===== config.mk =====
export PLATFORM = sky130hd
export DESIGN_NAME = pattern_scan_arbiter
export DESIGN_NICKNAME = d
export VERILOG_FILES = /design/src/rtl/pattern_scan_arbiter.sv
export SDC_FILE = /design/constraint.sdc
export NUM_CORES = 1
export LEC_CHECK = 0
export CAP_MARGIN = 0
export CORE_MARGIN = 2
export CORE_UTILIZATION = 44
export DETAILED_ROUTE_END_ITERATION = 10
export GPL_TIMING_DRIVEN = 1
export PLACE_DENSITY_LB_ADDON = 0.2
export SYNTH_ARGS = -nofsm -noshare
export SYNTH_HDL_FRONTEND = slang
export SYNTH_SLANG_ARGS = --single-unit

===== constraint.sdc =====
create_clock -name clk -period 1.8 [get_ports clk]
set_clock_uncertainty 0.2 [all_clocks]
set_input_delay 0.18 -clock clk [delete_from_list [all_inputs] [get_ports clk]]
set_output_delay 0.18 -clock clk [all_outputs]
set_load 0.05 [all_outputs]

===== src/rtl/pattern_scan_arbiter.sv =====
// Round-robin front end for one shared serial 4-bit pattern detector.
// Latency: a word accepted in cycle T shifts on T+1..T+WORD_W, and its result pulses at T+WORD_W+1.
// Backpressure: req*_ready is high only in IDLE, only for the granted requester, and only while it is valid.
//
// Ports:
//   clk, reset            - rising-edge clock, synchronous active-high reset
//   cfg_we, cfg_pat       - pattern write; honoured only in IDLE
//   reqN_valid/data/ready - word request handshake, one per requester
//   ser_valid, ser_bit    - bit shifted into the detection window this cycle
//   busy                  - high while a word is being scanned or reported
//   res_valid/src/count   - one-cycle result pulse; src/count hold until the next result
module pattern_scan_arbiter #(
    parameter int WORD_W = 8,
    parameter int PAT_W  = 4,
    parameter int CNT_W  = 4
) (
    input  logic              clk,
    input  logic              reset,
    input  logic              cfg_we,
    input  logic [PAT_W-1:0]  cfg_pat,
    input  logic              req0_valid,
    input  logic [WORD_W-1:0] req0_data,
    output logic              req0_ready,
    input  logic              req1_valid,
    input  logic [WORD_W-1:0] req1_data,
    output logic              req1_ready,
    output logic              ser_valid,
    output logic              ser_bit,
    output logic              busy,
    output logic              res_valid,
    output logic              res_src,
    output logic [CNT_W-1:0]  res_count
);

    localparam int BC_W = (WORD_W > 1) ? $clog2(WORD_W) : 1;
    localparam logic [PAT_W-1:0] PAT_RST  = PAT_W'(4'b1101);
    localparam logic [BC_W-1:0]  LAST_BIT = BC_W'(WORD_W - 1);
    // A window is only meaningful once it holds PAT_W bits of the current word.
    localparam logic [BC_W-1:0]  FULL_WIN = BC_W'(PAT_W - 1);

    typedef enum logic [1:0] {
        IDLE   = 2'd0,
        SHIFT  = 2'd1,
        REPORT = 2'd2
    } state_t;

    state_t             state;
    state_t             state_nxt;

    logic [PAT_W-1:0]   pattern;
    logic               rr_ptr;
    logic [WORD_W-1:0]  shreg;
    logic [PAT_W-1:0]   window;
    logic [BC_W-1:0]    bit_cnt;
    logic [CNT_W-1:0]   match_cnt;
    logic               cur_src;

    logic               grant0;
    logic               grant1;
    logic               handshake;
    logic               hs_src;
    logic               msb;
    logic [PAT_W-1:0]   win_nxt;
    logic               hit;
    logic [CNT_W-1:0]   cnt_nxt;
    logic               last_bit;

    // Arbitration: a lone requester always wins; on contention rr_ptr picks.
    assign grant0 = req0_valid & (~req1_valid | ~rr_ptr);
    assign grant1 = req1_valid & (~req0_valid |  rr_ptr);

    // Ready is gated with reset so nothing is advertised while the block is held in reset.
    assign req0_ready = (state == IDLE) & ~reset & grant0;
    assign req1_ready = (state == IDLE) & ~reset & grant1;
    assign handshake  = req0_ready | req1_ready;
    assign hs_src     = req1_ready;

    // Serial datapath: MSB of the word enters bit 0 of the window.
    assign msb      = shreg[WORD_W-1];
    assign win_nxt  = {window[PAT_W-2:0], msb};
    assign hit      = (win_nxt == pattern) && (bit_cnt >= FULL_WIN);
    assign cnt_nxt  = match_cnt + CNT_W'(hit);
    assign last_bit = (bit_cnt == LAST_BIT);

    assign ser_valid = (state == SHIFT);
    assign ser_bit   = (state == SHIFT) & msb;
    assign busy      = (state != IDLE);
    assign res_valid = (state == REPORT);

    always_comb begin
        state_nxt = state;
        case (state)
            IDLE:    if (handshake) state_nxt = SHIFT;
            SHIFT:   if (last_bit)  state_nxt = REPORT;
            REPORT:  state_nxt = IDLE;
            default: state_nxt = IDLE;
        endcase
    end

    always_ff @(posedge clk) begin
        if (reset) begin
            state     <= IDLE;
            pattern   <= PAT_RST;
            rr_ptr    <= 1'b0;
            shreg     <= '0;
            window    <= '0;
            bit_cnt   <= '0;
            match_cnt <= '0;
            cur_src   <= 1'b0;
            res_src   <= 1'b0;
            res_count <= '0;
        end else begin
            state <= state_nxt;

            if (state == IDLE) begin
                // A write coinciding with a handshake is seen by that word,
                // because scanning only starts on the following cycle.
                if (cfg_we) begin
                    pattern <= cfg_pat;
                end
                if (handshake) begin
                    shreg     <= hs_src ? req1_data : req0_data;
                    cur_src   <= hs_src;
                    window    <= '0;
                    bit_cnt   <= '0;
                    match_cnt <= '0;
                    rr_ptr    <= ~hs_src;
                end
            end

            if (state == SHIFT) begin
                shreg     <= {shreg[WORD_W-2:0], 1'b0};
                window    <= win_nxt;
                bit_cnt   <= bit_cnt + BC_W'(1);
                match_cnt <= cnt_nxt;
                // Result registers are loaded with the final count (including
                // a match on the last bit) so they are valid throughout REPORT.
                if (last_bit) begin
                    res_src   <= cur_src;
                    res_count <= cnt_nxt;
                end
            end
        end
    end

endmodule


==> results.txt <==
----------------------------------------------------
[Routing]
  Average routed wire per standard cell ... between 10 and 15 µm
  DRT Wirelength ... about 3.6 mm
  Iteration count of the initial detailed-routing pass ... 4
  Routed via count ... 1376
  Vias per inst ... ~5.2
  Post-detailed-route DRC marker count ... 0
  Post-detailed-route count of antenna-violating nets ... 0
  Iteration-0 DRC Markers ... 63

[Clock network]
  H-tree Lvls ... 2
  Worst-Skew Late Latency ... 330 ps
  Clock tree sinks ... 31
  Root buffer selected by CTS ... sky130_fd_sc_hd__clkbuf_4
  Max clock buf depth ... 2
  Total of hold buffers inserted after clock tree synthesis ... 0
  Total CTS buffers ... 5
  Clock tree from TritonCTS ... yes
  Clock transition time at the flip-flop clock pins of the worst setup and hold paths ... 100 ps

[Synth]
  Number of warnings printed during yosys synthesis ... 0
  Number of synthesized flops with an enable pin ... 0
  Count of different cell masters after synthesis ... 40
  Area share of the leading cell type in the synthesized netlist ... 0.408
  Ys async rst share ... 0
  Number of nets in the synthesized netlist ... 194
  Average cell area after synthesis ... 9.28 µm²
  Synth Cell Area ... 1520 µm²
  Leading post-synthesis cells by instance count ... sky130_fd_sc_hd__nor2_1 (32), sky130_fd_sc_hd__dfxtp_1 (31), sky130_fd_sc_hd__nand2_1 (12)
  Syn Inst Count ... about 160
  Part of the Yosys area used for sequential elements ... 0.408
  Most repeated cell in the gate-level netlist after synthesis ... sky130_fd_sc_hd__nor2_1
  Synth Register Bits ... 31
  Largest cells by area after synthesis ... sky130_fd_sc_hd__dfxtp_1 (41%), sky130_fd_sc_hd__nor2_1 (7.9%), sky130_fd_sc_hd__a2111oi_2 (6.9%)
  Most common flop cell mapped by yosys ... sky130_fd_sc_hd__dfxtp_1
  Library cell with the largest summed area after synthesis ... sky130_fd_sc_hd__dfxtp_1

[Run status]
  Run status ... complete, but fails checks
  Violations in the final reports ... setup timing

[Power and ir drop]
  Net load switching power ... roughly 0.40 mW
  Relative contribution of combinational cells to total power ... 0.218
  PD cells ... approximately 650 nW/µm²
  Lkg Pwr ... a little over 0.9 nW
  Peak supply drop ... 0.464 mV
  Switching power share of the total ... 0.270
  Internal power component ... roughly 1.1 mW
  Share of power burned in the clock network ... 0.276
  Part of the total power dissipated in sequential elements ... 0.506

[Setup path]
  Master of the slowest instance on the critical path ... sky130_fd_sc_hd__or3b_4
  Category of the critical setup timing path ... flop to primary output
  Launch point of the critical path ... state[0]
  End point of the critical path ... req0_ready
  Maximum fanout encountered on the critical timing path ... 5
  Worst Setup Start Kind ... flop
  Reg2Reg Setup Slack ... -30 ps
  Critical path, cell by cell ... or3b_4 > nor3b_4 > buf_12
  Arrival @ worst endpoint ... ~1500 ps
  Stage delay of the slowest cell on the critical path ... around 400 ps
  Data required time of the critical path ... ~1400 ps
  Reg-to-reg critical path endpoint ... res_count[2]
  R2R depth ... 8
  Element type at the critical path end ... primary output
  Launch point of the worst reg-to-reg path ... bit_cnt[0]

[Global route]
  Global-route wire length before repair ... a little under 6 mm
  Initial antenna violation count ... 0
  Grt total ovfl ... 0
  Total routing usage reported by global routing ... 0.192
  Maximum number of pins on one net before global-route repair ... 28
  Via count of the first global-routing pass ... between 1000 and 1500

[STA]
  Maximum operating frequency ... between 500 and 600 MHz
  PnR worst setup slack ... -77.4 ps
  Headroom to the max-slew limit ... 0.673
  Pins over their slew limit ... 0
  Hold Violations, Final ... 0
  Sum of negative setup slack ... -110 ps
  Setup repair after global routing missed its margin ... yes
  Slew at the pin with the worst max-slew slack ... approximately 490 ps
  Fin crit period ... between 1500 and 2000 ps
  Final period utilization ... 1.04
  Final number of setup-violating endpoints ... 3

[Placed design]
  Cell Area, Placed ... 2080 µm²
  I/O Buffers ... 35
  Total instance count after detailed placement ... 250
  Worst Setup Slack post-DPL ... -112 ps
  Placer's final routability congestion estimate ... roughly 0.78
  Post-detail-place hpwl ... around 2.6 mm

[Floorplan]
  Die extent in y ... 62.8 µm
  Placement row count ... 21
  Area of the core ... around 3300 µm²
  Die X ... roughly 63 µm
  Effective utilization at floorplan ... 0.456
  Die outline area ... a little under 4000 µm²
  Number of I/O pins ... 36

[Cells and area]
  Diodes inserted ... 0
  Final #Nets ... 249
  Final standard cell area without fillers ... 2250 µm²
  Layout overhead on the synthesized area ... 48.0%
  Fraction of layout instances using a drive strength above 1 ... 0.361
  Layout Utilization ... 0.675
  Final instance count without filler cells ... about 270

[Hold path]
  Path class of the lowest-slack min-delay path ... primary input to flop

[Run]
  Number of max-capacitance violations reported ... 0

----------------------------------------------------
==> per-stage QoR <==
step                hold WS [ps]  total power [mW]
floorplan                    127             0.921
global placement             239              1.04
detailed placement           249              1.05
CTS                          197              1.47
global route                 198              1.54
finish                       211              1.46
==> metal layers <==
| layer | track usage | wire length [µm] | vias to the layer above |
|---|---|---|---|
| li1 | - | - | 686 |
| met1 | 0.201 | 1470 | 645 |
| met2 | 0.344 | 1860 | 39 |
| met3 | 0.0685 | 194 | 6 |
| met4 | 0.0833 | 50 | 0 |
| met5 | 0 | 0 | - |
==> cell families (layout without fill, tap and decap cells) <==
group / count (synthesis) / after routing / share of synthesized area
AO/OA/AOI/OAI: 32 / 32 / 0.179
XOR/XNOR: 6 / 6 / 0.0345
adder cells (fa/ha/maj): 5 / 5 / 0.0411
buffers and inverters: 13 / 68 / 0.0551
flip-flops: 31 / 31 / 0.408
multiplexers: 7 / 7 / 0.0461
AND/OR/NAND/NOR: 70 / 70 / 0.236
==> worst min path at each step <==
stage	slack (ps)	depth (start not counted)	endpoint	start
2_1_floorplan	130	2	pattern[1]	cfg_pat[1]
3_3_place_gp	240	2	res_src	cur_src
4_1_cts	200	3	pattern[1]	cfg_pat[1]
5_1_grt	200	3	pattern[1]	cfg_pat[1]
6_report	210	3	pattern[1]	cfg_pat[1]
3_5_place_dp	250	2	res_count[1]	res_count[1]
==> critical path, delay by kind of cell (launching register included) <==
family,cells,cell delay [ps]
simple gates,2,630
flops,1,370
buf+inv,1,160
==> layout make-up <==
cell class	instances	area [µm²]
tap	46	57.6
timing repair buffer	58	569
clock buffer	6	51.3
inverter	3	16.3
sequential	31	634
clock inverter	1	5.00
multi-input combinational	120	918
fill	267	1080
==> what timing repair did <==
| action | CTS | global route |
|---|---|---|
| gates resized for setup | 13 | 6 |
| gates cloned | 0 | 0 |
| endpoints found under the setup margin | 9 | 8 |
| buffers inserted | 4 | 4 |
| pin swaps | 8 | 4 |
==> flip-flops by register name, indices dropped and copies added, names as in the netlist <==
signal     cells
pattern        4
match_cnt      4
state          2
bit_cnt        3
res_src        1
res_count      4
window         3
shreg          8
cur_src        1
rr_ptr         1
==> power by group through the flow <==
stage	registers, mW	logic (mW)	clock network [mW]
final	0.741	0.319	0.404
after CTS	0.740	0.310	0.420
after global routing	0.744	0.343	0.451
after detailed placement	0.757	0.296	0
after floorplan	0.754	0.167	0
after global placement	0.756	0.286	0
==> layout by cell type (no fill, tap or decap), types with 2 or more instances in the layout <==
cell	count
sky130_fd_sc_hd__a2111oi_2	7
sky130_fd_sc_hd__a211o_1	3
sky130_fd_sc_hd__a211oi_1	2
sky130_fd_sc_hd__a211oi_2	2
sky130_fd_sc_hd__a21oi_1	9
sky130_fd_sc_hd__a22oi_1	5
sky130_fd_sc_hd__and2_4	2
sky130_fd_sc_hd__and3_1	3
sky130_fd_sc_hd__buf_12	6
sky130_fd_sc_hd__buf_4	28
sky130_fd_sc_hd__clkbuf_4	5
sky130_fd_sc_hd__clkdlybuf4s50_1	23
sky130_fd_sc_hd__dfxtp_1	24
sky130_fd_sc_hd__dfxtp_2	5
sky130_fd_sc_hd__dfxtp_4	2
sky130_fd_sc_hd__ha_4	3
sky130_fd_sc_hd__inv_1	2
sky130_fd_sc_hd__mux2i_1	7
sky130_fd_sc_hd__nand2_1	12
sky130_fd_sc_hd__nand3_1	3
sky130_fd_sc_hd__nand4_1	2
sky130_fd_sc_hd__nor2_1	31
sky130_fd_sc_hd__nor2_2	3
sky130_fd_sc_hd__nor3_2	2
sky130_fd_sc_hd__o21ai_1	2
sky130_fd_sc_hd__xnor2_1	2
sky130_fd_sc_hd__xnor2_2	3
Power figures use the tool's default switching activity.
